==> src/rtl/mem_access_pkg.sv <==
// Shared types for the data-bus access controller: sizes, pipeline payload, bus structs, FSM states.
// Optional feature macro used by mem_access: MISALIGN_TRAP_EN.
package mem_access_pkg;

  localparam int XLEN   = 64;
  localparam int OFFS_W = 3;
  localparam int STRB_W = XLEN / 8;

  typedef logic [XLEN-1:0]   word_t;
  typedef logic [STRB_W-1:0] strobe_t;

  typedef enum logic [1:0] {
    MSIZE1 = 2'd0,
    MSIZE2 = 2'd1,
    MSIZE4 = 2'd2,
    MSIZE8 = 2'd3
  } msize_t;

  function automatic logic [3:0] bytes_of(msize_t m);
    case (m)
      MSIZE1:  bytes_of = 4'd1;
      MSIZE2:  bytes_of = 4'd2;
      MSIZE4:  bytes_of = 4'd4;
      default: bytes_of = 4'd8;
    endcase
  endfunction

  // Byte lanes of an access at offset 0.
  function automatic strobe_t lanes_of(msize_t m);
    case (m)
      MSIZE1:  lanes_of = 8'h01;
      MSIZE2:  lanes_of = 8'h03;
      MSIZE4:  lanes_of = 8'h0F;
      default: lanes_of = 8'hFF;
    endcase
  endfunction

  typedef struct packed {
    logic   memread;
    logic   memwrite;
    msize_t msize;
    logic   msigned;
  } mem_ctl_t;

  typedef struct packed {
    logic     en;
    mem_ctl_t ctl;
    word_t    alu_result;
    word_t    rs2;
  } excute_data_t;

  typedef struct packed {
    logic    valid;
    word_t   addr;
    msize_t  size;
    strobe_t strobe;
    word_t   data;
  } dbus_req_t;

  typedef struct packed {
    logic  addr_ok;
    logic  data_ok;
    word_t data;
  } dbus_resp_t;

  typedef logic [1:0] mem_state_t;
  localparam mem_state_t IDLE  = 2'd0;
  localparam mem_state_t BUSY  = 2'd1;
  localparam mem_state_t DONE  = 2'd2;
  localparam mem_state_t DRAIN = 2'd3;

endpackage

==> src/rtl/mem_access_load_align.sv <==
// Load data aligner: shifts the addressed byte lane down and sign/zero-extends to XLEN.
module load_align
  import mem_access_pkg::*;
(
  input  word_t             data,
  input  logic [OFFS_W-1:0] offset,
  input  msize_t            msize,
  input  logic              msigned,
  output word_t             result
);

  word_t shifted;

  assign shifted = data >> {offset, 3'b000};

  always_comb begin
    result = shifted;
    case (msize)
      MSIZE1: result = {{(XLEN-8){msigned & shifted[7]}}, shifted[7:0]};
      MSIZE2: result = {{(XLEN-16){msigned & shifted[15]}}, shifted[15:0]};
      MSIZE4: result = {{(XLEN-32){msigned & shifted[31]}}, shifted[31:0]};
      MSIZE8: result = shifted;
    endcase
  end

endmodule

==> src/rtl/mem_access.sv <==
// Data-bus access controller between EXECUTE and MEMORY: issues, holds and completes load/store requests.
// Optional macro MISALIGN_TRAP_EN: misaligned accesses are not issued and raise misalign instead.
module mem_access
  import mem_access_pkg::*;
(
  input  logic         clk,
  input  logic         reset,
  input  excute_data_t dataE,
  input  logic         advance,
  input  logic         flush,
  input  dbus_resp_t   dresp,
  output dbus_req_t    dreq,
  output logic         stall,
  output logic         finish,
  output word_t        data1,
  output word_t        data2,
`ifdef MISALIGN_TRAP_EN
  output logic         misalign,
`endif
  output mem_state_t   state
);

  // Handshake: dreq.valid rises in the issue cycle and stays high with stable fields
  // until the cycle dresp.data_ok is seen; data_ok alone completes the access.

  logic              mem_op;
  logic              idle_issue;
  logic              issue;
  logic [OFFS_W-1:0] off_now;
  strobe_t           strobe_now;
  word_t             wdata_now;

  word_t   addr_q, wdata_q;
  msize_t  size_q;
  strobe_t strobe_q;
  logic    signed_q, load_q;

  word_t   cur_addr, cur_wdata, aligned;
  msize_t  cur_size;
  strobe_t cur_strobe;
  logic    cur_signed, cur_load;

  logic unused_bits;
  assign unused_bits = dresp.addr_ok;

  assign mem_op     = dataE.en & (dataE.ctl.memread | dataE.ctl.memwrite);
  assign idle_issue = reset & (state == IDLE) & mem_op & ~flush;
  assign off_now    = dataE.alu_result[OFFS_W-1:0];
  assign strobe_now = dataE.ctl.memread ? '0 : strobe_t'(lanes_of(dataE.ctl.msize) << off_now);
  assign wdata_now  = dataE.rs2 << {off_now, 3'b000};

`ifdef MISALIGN_TRAP_EN
  logic misaligned_now, trap, misalign_q;
  assign misaligned_now = ({1'b0, off_now} & (bytes_of(dataE.ctl.msize) - 4'd1)) != 4'd0;
  assign trap           = idle_issue & misaligned_now;
  assign issue          = idle_issue & ~misaligned_now;
  assign misalign       = misalign_q;
`else
  assign issue = idle_issue;
`endif

  // In IDLE the request comes straight from dataE; afterwards from the copy taken at issue.
  always_comb begin
    cur_addr   = addr_q;
    cur_size   = size_q;
    cur_strobe = strobe_q;
    cur_wdata  = wdata_q;
    cur_signed = signed_q;
    cur_load   = load_q;
    if (state == IDLE) begin
      cur_addr   = dataE.alu_result;
      cur_size   = dataE.ctl.msize;
      cur_strobe = strobe_now;
      cur_wdata  = wdata_now;
      cur_signed = dataE.ctl.msigned;
      cur_load   = dataE.ctl.memread;
    end
  end

  load_align u_load_align (
    .data    (dresp.data),
    .offset  (cur_addr[OFFS_W-1:0]),
    .msize   (cur_size),
    .msigned (cur_signed),
    .result  (aligned)
  );

  assign data1 = cur_load ? aligned : '0;

  always_comb begin
    dreq        = '0;
    dreq.valid  = issue | (state == BUSY) | (state == DRAIN);
    dreq.addr   = cur_addr;
    dreq.size   = cur_size;
    dreq.strobe = dreq.valid ? cur_strobe : '0;
    dreq.data   = cur_wdata;
  end

  assign stall  = (issue & ~dresp.data_ok)
                | ((state == BUSY) & ~dresp.data_ok)
                | (state == DRAIN);
  assign finish = (state == DONE);

  always_ff @(posedge clk or negedge reset) begin
    if (!reset) begin
      state    <= IDLE;
      data2    <= '0;
      addr_q   <= '0;
      wdata_q  <= '0;
      size_q   <= MSIZE1;
      strobe_q <= '0;
      signed_q <= 1'b0;
      load_q   <= 1'b0;
`ifdef MISALIGN_TRAP_EN
      misalign_q <= 1'b0;
`endif
    end else begin
      if (state == IDLE) begin
        addr_q   <= dataE.alu_result;
        wdata_q  <= wdata_now;
        size_q   <= dataE.ctl.msize;
        strobe_q <= strobe_now;
        signed_q <= dataE.ctl.msigned;
        load_q   <= dataE.ctl.memread;
      end
      case (state)
        IDLE: begin
          if (issue) begin
            if (dresp.data_ok) begin
              state <= DONE;
              data2 <= data1;
            end else begin
              state <= BUSY;
            end
          end
`ifdef MISALIGN_TRAP_EN
          if (trap) begin
            state      <= DONE;
            data2      <= '0;
            misalign_q <= 1'b1;
          end
`endif
        end
        BUSY: begin
          if (dresp.data_ok) begin
            state <= DONE;
            data2 <= data1;
          end else if (flush) begin
            state <= DRAIN;
          end
        end
        DONE: begin
          if (advance | flush) begin
            state <= IDLE;
`ifdef MISALIGN_TRAP_EN
            misalign_q <= 1'b0;
`endif
          end
        end
        DRAIN: begin
          // The bus cannot abort; wait out the squashed access and drop its data.
          if (dresp.data_ok) state <= IDLE;
        end
        default: state <= IDLE;
      endcase
    end
  end

endmodule

==> config.mk <==
export PLATFORM = sky130hd
export DESIGN_NAME = mem_access
export DESIGN_NICKNAME = d
export VERILOG_FILES = /design/src/rtl/mem_access_pkg.sv /design/src/rtl/mem_access_load_align.sv /design/src/rtl/mem_access.sv
export SDC_FILE = /design/constraint.sdc
export NUM_CORES = 1
export LEC_CHECK = 0
export ABC_AREA = 0
export ABC_CLOCK_PERIOD_IN_PS = 3600
export BUFFER_PORTS_ARGS = -buffer_cell sky130_fd_sc_hd__buf_2
export CAP_MARGIN = 20
export CELL_PAD_IN_SITES_DETAIL_PLACEMENT = 0
export CELL_PAD_IN_SITES_GLOBAL_PLACEMENT = 1
export CORE_MARGIN = 8
export CORE_UTILIZATION = 35
export DETAILED_ROUTE_END_ITERATION = 16
export PLACE_DENSITY_LB_ADDON = 0.1
export SETUP_SLACK_MARGIN = 0.2
export SYNTH_ARGS = -nofsm -noshare
export SYNTH_HDL_FRONTEND = slang
export SYNTH_SLANG_ARGS = --single-unit
==> constraint.sdc <==
create_clock -name clk -period 3.6 [get_ports clk]
set_input_delay 0 -clock clk [delete_from_list [all_inputs] [get_ports clk]]
set_output_delay 0 -clock clk [all_outputs]
set_load 0.005 [all_outputs]
# After elaboration in Yosys (flattened, before gate mapping)
# Cells that the tools add are included.
[classes]
add_sub_neg = 0
n_mul = 0
n_div = 0
order_cmp = 0
eq_ne = 12
shifts = 3
muxes = 21
bitwise = 17
n_reduce_logical = 6
[op_table]
columns = ["op", "count"]
rows = [
  ["64-bit 2-to-1 mux", 5],
  ["64-bit case mux with 4 select lines", 1],
  ["64-bit case mux with 2 select lines", 1],
  ["64-bit by 6-bit left shift with 64-bit output", 1],
  ["64-bit by 6-bit >> shifter with 64-bit output", 1],
  ["8-bit 2-to-1 mux", 3],
  ["8-bit case mux with 3 select lines", 1],
  ["2-bit 2-to-1 mux", 7],
  ["2-bit == test, second input constant", 5],
  ["1-bit AND", 9],
  ["2-bit case mux with 4 select lines", 1],
  ["8-bit by 3-bit left shift with 8-bit output", 1],
  ["2-bit by 1-bit == test with 1-bit output, second input constant", 3],
  ["2-bit logical NOT", 3],
  ["1-bit OR", 6],
  ["2-bit != test, second input constant", 2],
  ["4-bit AND reduction", 1],
  ["3-bit != test, second input constant", 1],
  ["1-bit 2-to-1 mux", 2],
  ["2-bit by 1-bit != test with 1-bit output, second input constant", 1],
  ["1-bit inverter", 2],
  ["2-bit AND reduction", 1],
  ["2-bit nonzero test", 1],
]
[totals]
reg_bits = 206
latch_bits = 0
ramBits = 0
rom_bits = 0
out_inout_bits = 271
word_cells = 67
n_memories = 0

# Longest topological paths before layout
[depth]
ltp_word = 9
mapped_depth = 13
ltp_nobuf = 8

# Modules after synthesis
# A second synthesis with hierarchy kept.
[unflattened]
hier_cells = 1247
area_unflattened_um2 = 12211.7
[modules_own_cells]
columns = ["mod", "n_inst", "cells_each", "area_per_inst_um2", "seq_area_each_um2"]
rows = [
  ["mem_access", 1, 988, 9688.0, 5154.9],
  ["load_align", 1, 259, 2523.7, 0.0],
]

# Worst setup path after synthesis
# OpenSTA, ideal clock, no wires.
[synth_path]
path_type = "register to register"
from = "reg state[0]"
to = "reg data2[56]"
setup_time_ns = 0.077
arrival_time_ns = 2.691
required_time_ns = 3.523
path_slack_ns = 0.833
path_stages_with_launch = 14
cell_sequence = "dfrtp_1 buf_6 nor2_8 mux2i_1 buf_6 clkinv_2 buf_6 mux2i_1 mux4_2 a2bb2oi_2 or2_1 buf_6 buf_6 o21ai_1"
[synth_via]
elab_chain_cells = 9
word_cells_on_any_way = 25
classes_between = "eq/ne: 5; shift: 1; mux: 9; bitwise: 6; reduce/logical: 4"
[synth_lines]
columns = ["item", "line_no", "text"]
rows = [
  ["start: declaration", "mem_access.sv:20", "output mem_state_t state"],
  ["start signal: assignment", "mem_access.sv:106", "state <= IDLE;"],
  ["start signal: assignment", "mem_access.sv:130", "state <= DONE;"],
  ["start signal: assignment", "mem_access.sv:133", "state <= BUSY;"],
  ["2-bit logical NOT", "mem_access.sv:47, mem_access.sv:70, mem_access.sv:126", ""],
  ["64-bit 2-to-1 mux", "mem_access.sv:70", "if (state == IDLE) begin"],
  ["64-bit by 6-bit >> shifter with 64-bit output", "mem_access_load_align.sv:14", "assign shifted = data >> {offset, 3'b000};"],
  ["1-bit AND, on equally long branches", "mem_access_load_align.sv:21, mem_access_load_align.sv:19, mem_access_load_align.sv:20", ""],
  ["64-bit case mux with 4 select lines", "mem_access_load_align.sv:18", "case (msize)"],
  ["64-bit 2-to-1 mux", "mem_access.sv:88", "assign data1 = cur_load ? aligned : '0;"],
  ["64-bit 2-to-1 mux", "mem_access.sv:129, mem_access.sv:145", ""],
  ["64-bit 2-to-1 mux", "mem_access.sv:128", "if (issue) begin"],
  ["64-bit case mux with 2 select lines", "mem_access.sv:126", "case (state)"],
  ["end signal: assignment", "mem_access.sv:131", "data2 <= data1;"],
  ["end signal: assignment", "mem_access.sv:147", "data2 <= data1;"],
  ["end: declaration", "mem_access.sv:16", "output word_t data2,"],
]
# Several ways; a longest one is shown, not always the timed one. The select of a mux whose other input is x is not followed.
# A chain may end at the register's enable or synchronous reset.

# Worst setup path after layout
[layout_path]
from = "reg state[1]"
to = "reg data2[11]"
[layout_via]
elab_chain_cells = 9
word_cells_on_any_way = 23
classes_between = "eq/ne: 5; shift: 1; mux: 9; bitwise: 4; reduce/logical: 4"
[layout_lines]
columns = ["item", "line_no", "text"]
rows = [
  ["2-bit logical NOT", "mem_access.sv:47, mem_access.sv:70, mem_access.sv:126", ""],
  ["64-bit 2-to-1 mux", "mem_access.sv:70", ""],
  ["64-bit by 6-bit >> shifter with 64-bit output", "mem_access_load_align.sv:14", ""],
  ["1-bit AND", "mem_access_load_align.sv:19", "MSIZE1: result = {{(XLEN-8){msigned & shifted[7]}}, shifted[7:0]};"],
  ["64-bit case mux with 4 select lines", "mem_access_load_align.sv:18", ""],
  ["64-bit 2-to-1 mux", "mem_access.sv:88", ""],
  ["64-bit 2-to-1 mux", "mem_access.sv:129, mem_access.sv:145", ""],
  ["64-bit 2-to-1 mux", "mem_access.sv:128", ""],
  ["64-bit case mux with 2 select lines", "mem_access.sv:126", ""],
]
# Several ways; a longest one is shown, not always the timed one. The select of a mux whose other input is x is not followed.

==> reports/results.txt <==
Status: complete, no violations
Slowest CP cell: dlygate4sd3_1
DR vias: 12,299
Drt first pass iters: 5
Slew Viols, Final: 0
NumNets Final: 2,109
Yosys cell types: 47
First DRT Iteration DRCs: 722
Die Ht: 197.8 um
Crit-path cells: nor2_8 > mux2i_4 > buf_8 > mux2i_1 > a2bb2oi_1 > nor2_1 > a311oi_1 > dlygate4sd3_1 > o21ai_0
Worst EP required: 4.00 ns
Hold Path Depth: 5
Slew headroom: 0.3715
CP bufs+invs: 2
Routed wire length: 51.17 mm
Peak supply drop: 0.3498 mV
CP Capture Type: flip-flop
Setup-failing EPs final: 0
M2 GR Usage: 0.4351
Starting density of the core: 0.3554
Vias in the first global route: 12,564
DPL Wire Length: 37.10 mm
Tmin final: 3.310 ns
Die area: 39,110 um^2
WL/cell: 21.59 um
Total track usage: 0.2475
Htree depth: 1
Worst-path clk slew: 0.07 ns
Clock Skew: 0.01100 ns
Setup TNS: 0 ns
Layout cells sized above 1: 0.3344
Antenna Nets Post-Route: 0
Path type of the worst min-delay path: input pin to flip-flop
Maxcap violations: 0
Synth Area per Inst: 8.490 um^2
Clock latency on the worst-skew pair: 0.53 ns
Largest net degree at the start of global routing: 135
Kind of critical path: flip-flop to flip-flop
Initial antenna violation count: 10
Slew @ Worst Pin: 0.9428 ns
Syn Inst Count: 1,362
Gpl congestion: 0.8996
Area Overhead vs Synth: 44.38%
Critical Path Fanout Max: 36
Post-synth EDFFs: 0
Placed cell count: 2,200
Post-synthesis sequential area ratio: 0.4458
Worst Setup SP: state[1]$_DFFE_PN0P_
Top FF cell, synth: dfrtp_1
Commonest non-fill, non-tap cells in the layout: buf_2 (470), nand2_1 (375), dfrtp_1 (205)
Pwr dens: 521.6 nW/um^2
Final Cycle Share: 0.9194
Critical Path Source Type: flip-flop
Num CTS Buffers: 26
Yosys warns: 0
Leading cell type in the layout, fill and taps excluded: buf_2
Met3 GRT Util: 0.05518
Fill count: 3,305
Met1 global-route usage: 0.2935
Critical Path Stages: 9
Leak Pwr: 8.491 nW
Worst-case reg-to-reg path depth: 9
CORE AREA: 32,540 um^2
Hold Vio Cnt, Final: 0
Clock Tree Buf Depth: 3
Worst path arrival time: 3.71 ns
Final Non-Filler Cells: 2,370
Post-Synthesis Net Count: 1,566
Clk sinks: 206
Reg2reg start: state[1]$_DFFE_PN0P_
Mapped Area: 11,560 um^2
Yosys reg bits: 206
CTS tree: done
GRT Max-Usage Layer: met2
First-pass GRT wire length: 76.19 mm
Die W: 197.8 um
Fmax: 302.1 MHz
Row count: 66
Io pins: 475
RSZ-0062 raised after global routing: yes
Worst path max stage delay: 0.63 ns
Post-DR vias/cell: 5.189
Crit path max-delay family: buffers and inverters
Grt ovf: 0
IO buf count: 473
Clk root buf: clkbuf_16
Post-detailed-route DRC marker count: 0
Hold path startpoint: dresp[49]
Async SR Flop Fraction: 1.000
## stage by stage
step             util  cell area, um^2  hold slack [ns]  setup slack [ns]  total power, W
2_1_floorplan       -            11560          -0.2956            0.8328        0.004282
3_5_place_dp   0.4413            14360          -0.1062            0.2942        0.005638
6_report       0.5132            16700          0.02176            0.2902        0.008709
4_1_cts        0.5074            16510         0.002659            0.1302        0.008752
5_1_grt        0.5130            16690          0.02975            0.1540        0.009196
3_3_place_gp   0.4413            14360          -0.1111            0.3718        0.005616
## final timing paths
check | slack [ns] | endpoint
min in group asynchronous | 0.09 | wdata_q[20]$_DFF_PN0_
min | 0.02 | data2[49]$_DFFE_PN0P_
max reg2reg | 0.29 | data2[11]$_DFFE_PN0P_
max | 0.29 | data2[11]$_DFFE_PN0P_
max in group asynchronous | 2.74 | data2[33]$_DFFE_PN0P_
min reg2reg | 0.47 | addr_q[4]$_DFF_PN0_
## per-layer routing
layer  vias to the layer above  part of all wire  wire [um]
li1                       5851                 -          -
met1                      5879              0.40      20410
met2                       458              0.50      25360
met3                        99             0.067       3420
met4                        12             0.037       1906
met5                         -            0.0014         71
## cells in the mapped netlist, drive strengths merged (9+ instances only)
cell type	n	area, um^2
nand2	376	1411
mux2i	80	813.3
clkbuf	86	322.8
nand3	39	195.2
a22o	30	262.8
o21ai	94	470.5
nor2	120	466.7
a21oi	50	250.2
nor3	30	150.1
o31ai	18	135.1
mux2	34	382.9
nor2b	18	112.6
nand2b	9	56.30
a311oi	15	131.4
buf	28	163.9
inv	9	33.78
a2bb2oi	9	85.08
a211oi	40	300.3
dfrtp	206	5155
a31oi	9	56.30
## sequential cells by signal, summed over array words and instances (netlist names)
| signal | count |
|---|---|
| addr_q | 64 |
| data2 | 64 |
| load_q | 1 |
| signed_q | 1 |
| size_q | 2 |
| state | 2 |
| strobe_q | 8 |
| wdata_q | 64 |
## kinds of logic (layout without fill, tap and decap cells)
family | after synthesis | in the layout | synth area share
and+or+nand+nor | 609 | 609 | 0.2167
AOI/OAI and AO/OA | 301 | 303 | 0.1730
DFF | 206 | 206 | 0.4458
buffers and inverters | 124 | 683 | 0.04544
muxes | 122 | 122 | 0.1190
other | 0 | 5 | 0
## final cells by class
class / instances / area, um^2 / share of cell area
multi-input cells: 1034 / 6066 / 0.3633
repair buffers: 627 / 3896 / 0.2334
clock buffers: 36 / 758.2 / 0.04541
diodes: 5 / 12.51 / 0.0007494
well taps: 442 / 553.0 / 0.03312
flip-flops and latches: 206 / 5156 / 0.3088
clock inverters: 10 / 211.5 / 0.01266
inverters: 10 / 42.54 / 0.002548
## report_power, final
group | total, W | internal, W | switching (W)
combinational | 0.00286 | 0.00119 | 0.00168
sequential | 0.00291 | 0.00274 | 0.000169
clock | 0.00293 | 0.00189 | 0.00104
total | 0.00871 | 0.00582 | 0.00289
## worst reg2reg max path: stages, from the launching register on
cell           delay, ns
dfrtp_2             0.47
nor2_8              0.23
mux2i_4             0.34
buf_8               0.33
mux2i_1             0.28
a2bb2oi_1           0.34
nor2_1              0.08
a311oi_1            0.41
dlygate4sd3_1       0.63
o21ai_0             0.09
## what timing repair did
| item | 4_1_cts | 5_1_grt |
|---|---|---|
| hold buffers | 105 | 0 |
| gates cloned | 0 | 3 |
| setup buffers | 5 | 6 |
| resized for setup | 18 | 19 |
| pin swaps | 2 | 2 |
| setup endpoints to repair | 57 | 86 |
| endpoints found under the hold margin | 317 | 0 |
(Power assumes the default switching activity.)
